**src/rtl/seg7_pkg.sv**
```systemverilog
// ----------------------------------------------------------------------------
// seg7_pkg : segment codes, decoded digit record and filter states
// Rev 1.0
// ----------------------------------------------------------------------------
`default_nettype none

package seg7_pkg;

  // Active-low a..g codes, bit 0 = a ... bit 6 = g; shared with the encoder
  localparam logic [6:0] SEG_0     = 7'h40;
  localparam logic [6:0] SEG_1     = 7'h79;
  localparam logic [6:0] SEG_2     = 7'h24;
  localparam logic [6:0] SEG_3     = 7'h30;
  localparam logic [6:0] SEG_4     = 7'h19;
  localparam logic [6:0] SEG_5     = 7'h12;
  localparam logic [6:0] SEG_6     = 7'h02;
  localparam logic [6:0] SEG_7     = 7'h78;
  localparam logic [6:0] SEG_8     = 7'h00;
  localparam logic [6:0] SEG_9     = 7'h10;
  localparam logic [6:0] SEG_BLANK = 7'h7F;

  typedef struct packed {
    logic [3:0] bcd;
    logic       dp;
    logic       blank;
    logic       err;
  } digit_t;

  typedef enum logic [1:0] {
    IDLE   = 2'd0,
    SETTLE = 2'd1,
    HELD   = 2'd2
  } state_t;

endpackage

`default_nettype wire

```
**src/rtl/seg7_pattern_decode.sv**
```systemverilog
// ----------------------------------------------------------------------------
// seg7_pattern_decode : active-low segment pattern to BCD/dp/blank/err
// Rev 1.0
// ----------------------------------------------------------------------------
`default_nettype none

module seg7_pattern_decode
  import seg7_pkg::*;
(
  input  logic [7:0] seg,
  output digit_t     digit
);

  always_comb begin
    digit    = '0;
    digit.dp = ~seg[7];
    case (seg[6:0])
      SEG_0:     digit.bcd = 4'd0;
      SEG_1:     digit.bcd = 4'd1;
      SEG_2:     digit.bcd = 4'd2;
      SEG_3:     digit.bcd = 4'd3;
      SEG_4:     digit.bcd = 4'd4;
      SEG_5:     digit.bcd = 4'd5;
      SEG_6:     digit.bcd = 4'd6;
      SEG_7:     digit.bcd = 4'd7;
      SEG_8:     digit.bcd = 4'd8;
      SEG_9:     digit.bcd = 4'd9;
      SEG_BLANK: digit.blank = 1'b1;
      default:   digit.err = 1'b1;
    endcase
  end

endmodule

`default_nettype wire

```
**src/rtl/seg7_capture_decode.sv**
```systemverilog
// ----------------------------------------------------------------------------
// seg7_capture_decode : glitch-filtered capture of a multiplexed 7-seg bus
// Rev 1.0
// ----------------------------------------------------------------------------
`default_nettype none

module seg7_capture_decode
  import seg7_pkg::*;
#(
  parameter int DIGITS = 4,
  parameter int STABLE = 4
) (
  input  logic                  clk,
  input  logic                  rst_n,
  input  logic [7:0]            seg_n,
  input  logic [DIGITS-1:0]     an_n,
  output logic [4*DIGITS-1:0]   frame_bcd,
  output logic [DIGITS-1:0]     frame_dp,
  output logic [DIGITS-1:0]     frame_blank,
  output logic [DIGITS-1:0]     frame_err,
  output logic                  frame_valid,
  input  logic                  frame_ready,
  output logic                  overrun,
  input  logic                  clr_overrun
);

  localparam logic [7:0] STABLE_C = 8'(STABLE);

  logic [7:0]        seg_m;
  logic [7:0]        s_seg;
  logic [DIGITS-1:0] an_m;
  logic [DIGITS-1:0] s_an;

  // Bus idles high, so the synchronizer resets to all ones
  always_ff @(posedge clk or negedge rst_n) begin
    if (!rst_n) begin
      seg_m <= '1;
      s_seg <= '1;
      an_m  <= '1;
      s_an  <= '1;
    end else begin
      seg_m <= seg_n;
      s_seg <= seg_m;
      an_m  <= an_n;
      s_an  <= an_m;
    end
  end

  digit_t dec;

  seg7_pattern_decode u_decode (
    .seg   (s_seg),
    .digit (dec)
  );

  state_t            state;
  state_t            state_nx;
  logic [7:0]        cnt;
  logic [7:0]        cnt_nx;
  logic [7:0]        ref_seg;
  logic [DIGITS-1:0] ref_an;
  logic              ref_ld;
  logic              wr_en;
  logic              one_low;
  logic              changed;

  assign one_low = $onehot(~s_an);
  assign changed = (s_seg != ref_seg) || (s_an != ref_an);

  always_ff @(posedge clk or negedge rst_n) begin
    if (!rst_n) begin
      state <= IDLE;
    end else begin
      state <= state_nx;
    end
  end

  always_comb begin
    state_nx = state;
    cnt_nx   = cnt;
    ref_ld   = 1'b0;
    wr_en    = 1'b0;
    case (state)
      IDLE: begin
        if (one_low) begin
          ref_ld   = 1'b1;
          cnt_nx   = 8'd1;
          state_nx = SETTLE;
        end
      end
      SETTLE: begin
        if (changed) begin
          state_nx = IDLE;
        end else begin
          cnt_nx = cnt + 8'd1;
          if (cnt_nx >= STABLE_C) begin
            wr_en    = 1'b1;
            state_nx = HELD;
          end
        end
      end
      HELD: begin
        if (changed) begin
          state_nx = IDLE;
        end
      end
      default: state_nx = IDLE;
    endcase
  end

  always_ff @(posedge clk or negedge rst_n) begin
    if (!rst_n) begin
      cnt     <= '0;
      ref_seg <= '1;
      ref_an  <= '1;
    end else begin
      cnt <= cnt_nx;
      if (ref_ld) begin
        ref_seg <= s_seg;
        ref_an  <= s_an;
      end
    end
  end

  // ref_an is one-hot low whenever a write fires, so it doubles as the slot select
  logic [DIGITS-1:0] wr_mask;
  logic [DIGITS-1:0] slot_full;
  logic              all_full;
  logic              load;

  assign wr_mask  = wr_en ? ~ref_an : '0;
  assign all_full = &slot_full;
  assign load     = all_full && (!frame_valid || frame_ready);

  always_ff @(posedge clk or negedge rst_n) begin
    if (!rst_n) begin
      slot_full <= '0;
    end else begin
      slot_full <= (all_full ? '0 : slot_full) | wr_mask;
    end
  end

  for (genvar i = 0; i < DIGITS; i++) begin : g_slot
    digit_t slot_q;
    digit_t frame_q;

    always_ff @(posedge clk or negedge rst_n) begin
      if (!rst_n) begin
        slot_q  <= '0;
        frame_q <= '0;
      end else begin
        if (load) begin
          frame_q <= slot_q;
        end
        if (wr_mask[i]) begin
          slot_q <= dec;
        end
      end
    end

    assign frame_bcd[4*i +: 4] = frame_q.bcd;
    assign frame_dp[i]         = frame_q.dp;
    assign frame_blank[i]      = frame_q.blank;
    assign frame_err[i]        = frame_q.err;
  end

  always_ff @(posedge clk or negedge rst_n) begin
    if (!rst_n) begin
      frame_valid <= 1'b0;
      overrun     <= 1'b0;
    end else begin
      if (load) begin
        frame_valid <= 1'b1;
      end else if (frame_valid && frame_ready) begin
        frame_valid <= 1'b0;
      end
      // A dropped frame wins over a same-cycle clear
      if (all_full && !load) begin
        overrun <= 1'b1;
      end else if (clr_overrun) begin
        overrun <= 1'b0;
      end
    end
  end

endmodule

`default_nettype wire

```
**config.mk**
```make
export PLATFORM = sky130hd
export DESIGN_NAME = seg7_capture_decode
export DESIGN_NICKNAME = d
export VERILOG_FILES = /design/src/rtl/seg7_pkg.sv /design/src/rtl/seg7_pattern_decode.sv /design/src/rtl/seg7_capture_decode.sv
export SDC_FILE = /design/constraint.sdc
export NUM_CORES = 1
export LEC_CHECK = 0
export BUFFER_PORTS_ARGS = -buffer_cell sky130_fd_sc_hd__buf_2
export CELL_PAD_IN_SITES_DETAIL_PLACEMENT = 0
export CELL_PAD_IN_SITES_GLOBAL_PLACEMENT = 2
export CORE_MARGIN = 5
export CORE_UTILIZATION = 37
export DETAILED_ROUTE_END_ITERATION = 8
export HOLD_SLACK_MARGIN = 0.08
export PLACE_DENSITY_LB_ADDON = 0.1
export RECOVER_POWER = 25
export SYNTH_ARGS = -nofsm -noshare
export SYNTH_HDL_FRONTEND = slang
export SYNTH_SLANG_ARGS = --single-unit
```
**constraint.sdc**
```tcl
create_clock -name clk -period 2.7 [get_ports clk]
set_input_delay 0.135 -clock clk [delete_from_list [all_inputs] [get_ports clk]]
set_output_delay 0.135 -clock clk [all_outputs]
set_load 0.005 [all_outputs]
```
### Word level (Yosys, flattened, before mapping)

Cells that the tools add are included.

* register bits: 108
* bits of input ports: 16
* output and inout port bits: 30
* word-level logic and storage cells: 109

* add/subtract/negate cells: 4
* order comparisons: 1
* eq/ne operators: 19
* mux-type cells: 22
* bitwise gates (word level): 4
* reduce and logical (&&, ||, !) cells: 16

Operators by type and width (number)
* one-hot mux 4 bit (9 select lines): 1
* equality test 7 bit, second input constant: 4
* equality test 7 x 5 -> 1 bit, second input constant: 3
* two-way mux 8 bit: 2
* one-hot mux 8 bit (2 select lines): 1
* equality test 7 x 6 -> 1 bit, second input constant: 2
* two-way mux 1 bit: 11
* OR reduction 11 bit: 1
* adder 8 x 1 -> 8 bit, second input constant: 1
* greater-or-equal comparator 8 x 3 -> 1 bit, second input constant: 1
* two-way mux 2 bit: 4
* two-way mux 4 bit: 2
* != test 8 bit: 1
* NOT 4 bit: 2
* equality test 7 x 2 -> 1 bit, second input constant: 1
* logical NOT 7 bit: 1
* != test 2 bit, second input constant: 3
* one-hot mux 2 bit (3 select lines): 1
* AND reduction 3 bit: 2
* nonzero test 2 bit: 3
* adder 1 x 1 -> 2 bit: 2
* != test 4 bit: 1
* OR 4 bit: 1
* AND reduction 4 bit: 1
* 10 further kinds: 14

### Logic depth before layout (Yosys ltp)

Gate-level depths: netlist of the first run.

* word-level depth: 7
* depth in mapped cells: 8
* depth with buffers taken out: 7

### Modules after synthesis

Synthesis of the first run repeated with hierarchy kept, for this count alone.

* cell total of the unflattened synthesis: 308
* area, all modules: 4549.4 µm²

By module, submodules not included
* seg7_capture_decode: times used 1, cells each 279, area an instance 4354.2 µm², seq. area each 2747.6 µm²
* seg7_pattern_decode: times used 1, cells each 29, area an instance 195.2 µm², seq. area each 0.0 µm²

### Worst setup path after synthesis of the first run

No wires, ideal clock.

* path type: reg2reg
* start point: reg s_an[0]
* end point: reg cnt[7]
* setup time: 0.065 ns
* arrival: 2.549 ns
* data required time: 2.635 ns
* path slack: 0.086 ns
* cell stages (with the launch flop): 9
* buffers on the path: 1
* clock period less this slack: 2.614 ns
* path through: dfstp_2 -> fa_1 -> inv_1 -> ha_1 -> ha_1 -> or4_1 -> clkbuf_1 -> a2111oi_0 -> or3_1

* word-level cells in the longest chain between the ends: 6
* elaborated cells between the ends (all ways): 9
* those cells by class: add/sub: 2; eq/ne: 4; bitwise: 1; reduce/logical: 2

RTL lines
* start: declaration: line seg7_capture_decode.sv:32 `logic [DIGITS-1:0] s_an;`
* start signal: assignment: line seg7_capture_decode.sv:45 `s_an <= an_m;`
* NOT 4 bit: line seg7_capture_decode.sv:67 `assign one_low = $onehot(~s_an);`
* adder 1 x 1 -> 2 bit (implied by the code): line seg7_capture_decode.sv:67
* adder 2 x 2 -> 3 bit (implied by the code): line seg7_capture_decode.sv:67
* equality test 3 x 1 -> 1 bit: line seg7_capture_decode.sv:67
* != test 2 bit (no source line)
* AND reduction 3 bit (no source line) (*)
* end signal: assignment: line seg7_capture_decode.sv:117 `cnt <= cnt_nx;`
* end: declaration: line seg7_capture_decode.sv:58 `logic [7:0] cnt;`

Mark *: on every way between the ends. The rest lies on a longest branch, timed or not.
A chain may end at the register's enable or synchronous reset.

### Worst setup path after layout of the first run

* start point: reg s_an[1]
* end point: reg cnt[7]

Same word-level chain as after synthesis.

==> results of run 1 <==
## timing repair
action                                  in CTS  in global routing
hold buffers                                15                  0
endpoints found under the setup margin       0                  1
resized for setup                            0                  1
hold endpoints to repair                    51                  0
## cell usage in the layout (no fill, tap or decap), types with 3 or more instances in the layout
master,instances
a21oi_1,7
buf_2,43
buf_4,12
clkbuf_1,3
clkbuf_16,10
clkinv_2,3
dfrtp_1,72
dfstp_2,36
dlygate4sd3_1,15
ha_1,3
inv_1,18
mux2_2,58
mux2i_1,10
nand2_1,22
nand2b_1,7
nand3_1,5
nand4_1,6
nor2_1,7
nor3_1,4
o211ai_2,4
o21ai_0,9
or3_1,3
xnor2_1,14
## through the flow
stage / power, W / instances
after floorplan: 0.00218 / 337
after global placement: 0.00231 / 528
after detailed placement: 0.00231 / 528
after CTS: 0.00361 / 559
after global routing: 0.00374 / 559
final: 0.00353 / 559
## state kept, by name, summed over array words and instances (netlist names)
name	cells
g_slot.slot_q	28
frame_bcd	16
cnt	8
ref_seg	8
s_seg	8
seg_m	8
an_m	4
frame_blank	4
frame_dp	4
frame_err	4
ref_an	4
s_an	4
slot_full	4
state	2
frame_valid	1
overrun	1
## kinds of logic (layout without fill, tap and decap cells)
logic type	after synthesis	in the layout	share of synthesized area [%]
compound gates	36	36	5.80
simple gates	74	74	9.26
mux	68	68	16.8
flops	108	108	61.3
fa+ha+maj	4	4	1.28
xor+xnor	14	14	2.73
buf+inv	33	108	2.87
## worst max-delay path, cell delays in order (launching register included)
cell and delay, ns:
dfstp_2 0.57, fa_1 0.42, inv_1 0.06, ha_1 0.13, ha_1 0.24, or4_1 0.53
a2111oi_1 0.37, or3_1 0.15
## layout make-up
cell class | count | area share (%)
inverter | 18 | 1.25
clock inverter | 4 | 0.417
clock buffer | 12 | 4.77
tap | 147 | 3.40
timing repair buffer | 74 | 9.33
multi-input combinational | 196 | 30.0
sequential | 108 | 50.9
## where the power goes
part / internal, W / switching (W)
combinational: 0.000204 / 0.000192
sequential: 0.00181 / 0.0000804
clock: 0.000677 / 0.000566
total: 0.00269 / 0.000838
## worst paths after layout
kind                           from  endpoint  slack, ns  cells after the start
min in group asynchronous     rst_n    cnt[2]       0.61                      2
setup / recovery            s_an[1]    cnt[7]       0.19                      7
hold reg to reg            seg_m[4]  s_seg[4]       0.36                      0
hold / removal             seg_m[4]  s_seg[4]       0.36                      0
max in group asynchronous     rst_n  seg_m[6]       1.22                      3
setup reg to reg            s_an[1]    cnt[7]       0.19                      7
## metal layers
metal / vias up / global-route usage [%] / wire length (um)
li1: 1312 / - / -
met1: 1370 / 18.3 / 4140
met2: 55 / 19.7 / 3990
met3: 10 / 4.52 / 362
met4: 0 / 5.15 / 152
met5: - / 0 / 0
==> results.yml, run 1 <==
power:
  leakagePower_nw: 2.62
  ir_drop_mv: 0.485
  power.density_nw_per_um2: 654
detailed_routing:
  wire_per_inst_um: 15.5
  vias_per_cell: 4.91
  drc: 0
  antenna_left: 0
  drt_iter0_drc: 173
  num_vias: 2747
  first_pass_iters: 4
  wl_mm: 8.65
clocking:
  clk_latency_ns: 0.35
  cts_setup_buffers: 0
  clk_pin_slew_worst_paths_ns: 0.07
  cts.sinks: 108
  h-tree-depth: 3
  root_buffer: "clkbuf_16"
  cts-buffers-inserted: 9
  cts_buffer_depth: 2
  cts_tree: "built"
timing:
  period_needed_ns: 2.51
  hold_viol: 0
  period_share_pct: 93.1
  fin_hold_ws_ns: 0.355
  worst_slack_ns: 0.187
  fin_setup_tns_ns: 0
  relSlewSlack_pct: 13.5
  fmax_ghz: 0.398
  setup_viol: 0
  slew_viol_final: 0
  tightest_slew_ns: 1.30
  fin_skew_ns: 0.00656
  grt_setup_unrepaired: "no"
placed_design:
  hpwl_mm: 5.83
  pre_cts_slack_ns: 0.194
  gp_congestion: 0.691
  place_area_um2: 4970
  portBuffers: 45
synthesis:
  syn-num-nets: 357
  synth-warning-count: 0
  synth_top_area_cell: "dfrtp_1"
  synth_edf_count: 0
  synth_commonest_cells: "dfrtp_1, mux2_2, dfstp_2"
  yosysTopAreaCellShare_pct: 40.2
  yosysSeqAreaShare_pct: 61.3
  synth_ff_type: "dfrtp_1"
  synth_seq_cells: 108
  synthTopCellsByArea: "dfrtp_1, dfstp_2, mux2_2"
  synth.most_common_cell: "dfrtp_1"
  syn-cell-area_um2: 4490
  yosys.cell_types.count: 46
  syn_area_per_cell_um2: 13.3
  syn_inst: 337
  async_reset_ff_share_pct: 100
global_route:
  grt.total_usage_pct: 13.4
  grt_max_degree: 50
  antenna_found_initial: 0
  grt_pass1_wl_mm: 14.8
  grt_pass1_vias: 2736
  grt.overflow.total: 0
floorplanning:
  ioPinCount: 46
  die_h_um: 120
  std_cell_rows: 40
  initial_utilization_pct: 37.5
  core_um2: 12000
  die_area_um2: 14400
  die_x_um: 120
critical_path:
  worstPathArrival_ns: 2.81
  critPathLaunchType: "register"
  end_kind: "register"
  cp_data_required_time_ns: 3.00
  critPathKind: "register to register"
  cp_max_fo: 3
worst_hold_path:
  hp-class: "register to register"
final_layout:
  syn_to_final_growth_pct: 20.4
  seq_area_um2: 2750
  num_antenna_cells: 0
  fin_util_pct: 45.2
  final_area_um2: 5400
  multi_input_area_um2: 1620
  nFillCells: 1099
  drive_gt1_share_pct: 43.4
  nets: 427
status:
  outcome: "complete, no violations"
job:
  cap_violations: 0
Note: power is estimated with default switching activity, not from simulation.
==> inputs of run 2 (changes only) <==
CORE_UTILIZATION = 38   (was 37)
CTS_BUF_LIST = sky130_fd_sc_hd__clkbuf_2 sky130_fd_sc_hd__clkbuf_4 sky130_fd_sc_hd__clkbuf_8   (was unset)
==> run 2 against run 1 <==
  * Clock skew grew 0.0036 ns
  * Critical path type unchanged
  * Die area shrank 2.4%
  * Hold slack lost 0.10 ns
  * Global-route usage is essentially flat
  * Highest routed layer unchanged
==> results.yml, run 2 (same netlist as run 1, synthesis figures left out) <==
status:
  outcome: "complete, no violations"
timing:
  period_share_pct: 94.4
  tightest_slew_ns: 0.622
  relSlewSlack_pct: 58.2
  fin_skew_ns: 0.0102
  period_needed_ns: 2.55
  fmax_ghz: 0.392
  grt_setup_unrepaired: "no"
  worst_slack_ns: 0.150
  slew_viol_final: 0
  fin_hold_ws_ns: 0.252
  fin_setup_tns_ns: 0
  hold_viol: 0
  setup_viol: 0
detailed_routing:
  num_vias: 2744
  first_pass_iters: 4
  drc: 0
  drt_iter0_drc: 126
  wire_per_inst_um: 15.6
  vias_per_cell: 4.94
  antenna_left: 0
  wl_mm: 8.70
floorplanning:
  die_h_um: 119
  initial_utilization_pct: 39.0
  std_cell_rows: 39
  core_um2: 11500
  die_area_um2: 14100
  die_x_um: 119
  ioPinCount: 46
clocking:
  cts_setup_buffers: 0
  clk_pin_slew_worst_paths_ns: 0.10
  h-tree-depth: 3
  clk_latency_ns: 0.38
  cts.sinks: 108
  cts-buffers-inserted: 9
  cts_buffer_depth: 2
  root_buffer: "clkbuf_8"
  cts_tree: "built"
critical_path:
  end_kind: "register"
  ff2ff_path_depth: 7
  setup.worst_path.start: "s_an[3]"
  worstPathArrival_ns: 2.88
  rr_startpoint: "s_an[3]"
  critPathKind: "register to register"
  r2r_end: "cnt[7]"
  ff2ff_setup_slack_ns: 0.15
  critPathLaunchType: "register"
  cp_data_required_time_ns: 3.03
  cp_max_fo: 3
final_layout:
  drive_gt1_share_pct: 43.6
  nets: 428
  final_area_um2: 5300
  largest_reg_flops: 28
  nFillCells: 1090
  mostFrequentLayoutCell: "dfrtp_1"
  num_antenna_cells: 0
  regMostFlops: "g_slot.slot_q"
  syn_to_final_growth_pct: 18.0
  final_cell_mix: "dfrtp_1, mux2_2, buf_2"
global_route:
  grt_max_degree: 39
  grt.overflow.total: 0
  grt_pass1_wl_mm: 14.8
  grt.total_usage_pct: 13.4
  antenna_found_initial: 0
  grt_pass1_vias: 2782
placed_design:
  gp_congestion: 0.760
  portBuffers: 45
  hpwl_mm: 5.81
  pre_cts_slack_ns: 0.178
  place_area_um2: 4940
job:
  cap_violations: 0
power:
  fin_total_pwr_w: 0.00325
  ir_drop_mv: 0.511
  leakagePower_nw: 2.57
  power.density_nw_per_um2: 614
worst_hold_path:
  hp-class: "primary input to async pin"
-- run 2: cell count changes in the layout (fill, tap and decap cells not counted), sizes merged --
cell / previous run / this run
clkbuf: 14 / 10
dlygate4sd3: 15 / 16
buf: 57 / 58
clkinvlp: 1 / 2
bufinv: 0 / 1
clkinv: 3 / 4
-- run 2: power breakdown --
part	internal (W)	switching (W)
Clock	0.000424	0.000544
Sequential	0.00181	0.0000855
Combinational	0.000200	0.000186
-- run 2: cell type report --
type                    instances  area, um^2  area share [%]
clock inverters                 7        67.6            1.28
clock buffers                   9         124            2.34
repair buffers                 75         492            9.29
multi-input cells             196        1620            30.6
inverters                      18        67.6            1.28
flip-flops and latches        108        2750            51.9
well taps                     143         179            3.38
-- run 2: stage by stage --
step | std cells | util [%]
final | 556 | 46.0
after detailed placement | 524 | 42.9
after floorplan | 337 | -
after global routing | 556 | 46.0
after CTS | 556 | 46.0
after global placement | 524 | 42.9
-- run 2: what timing repair did --
item,in CTS,in global routing
hold buffers,16,0
setup endpoints to repair,0,0
resized for setup,0,0
endpoints found under the hold margin,49,0
-- run 2: worst max-delay path by stage --
stage,endpoint,slack (ns),depth (start not counted)
2_1_floorplan,cnt[7],0.09,8
3_3_place_gp,cnt[7],0.19,7
3_5_place_dp,cnt[7],0.18,7
4_1_cts,cnt[7],0.15,7
5_1_grt,cnt[7],0.07,7
6_report,cnt[7],0.15,7
-- run 2: critical path, cell delays in order (launching register included) --
cell	delay [ns]
dfstp_2	0.58
fa_1	0.41
inv_1	0.07
ha_1	0.13
ha_1	0.24
or4_1	0.53
a2111oi_0	0.38
or3_1	0.15
-- run 2: layer usage --
layer	up-vias	wire length (um)	track usage (%)	part of all wire, %
li1	1312	-	-	-
met1	1371	4110	17.6	47
met2	52	4090	20.9	47
met3	9	407	4.87	4.7
met4	0	94	3.91	1.1
met5	-	0	0	0
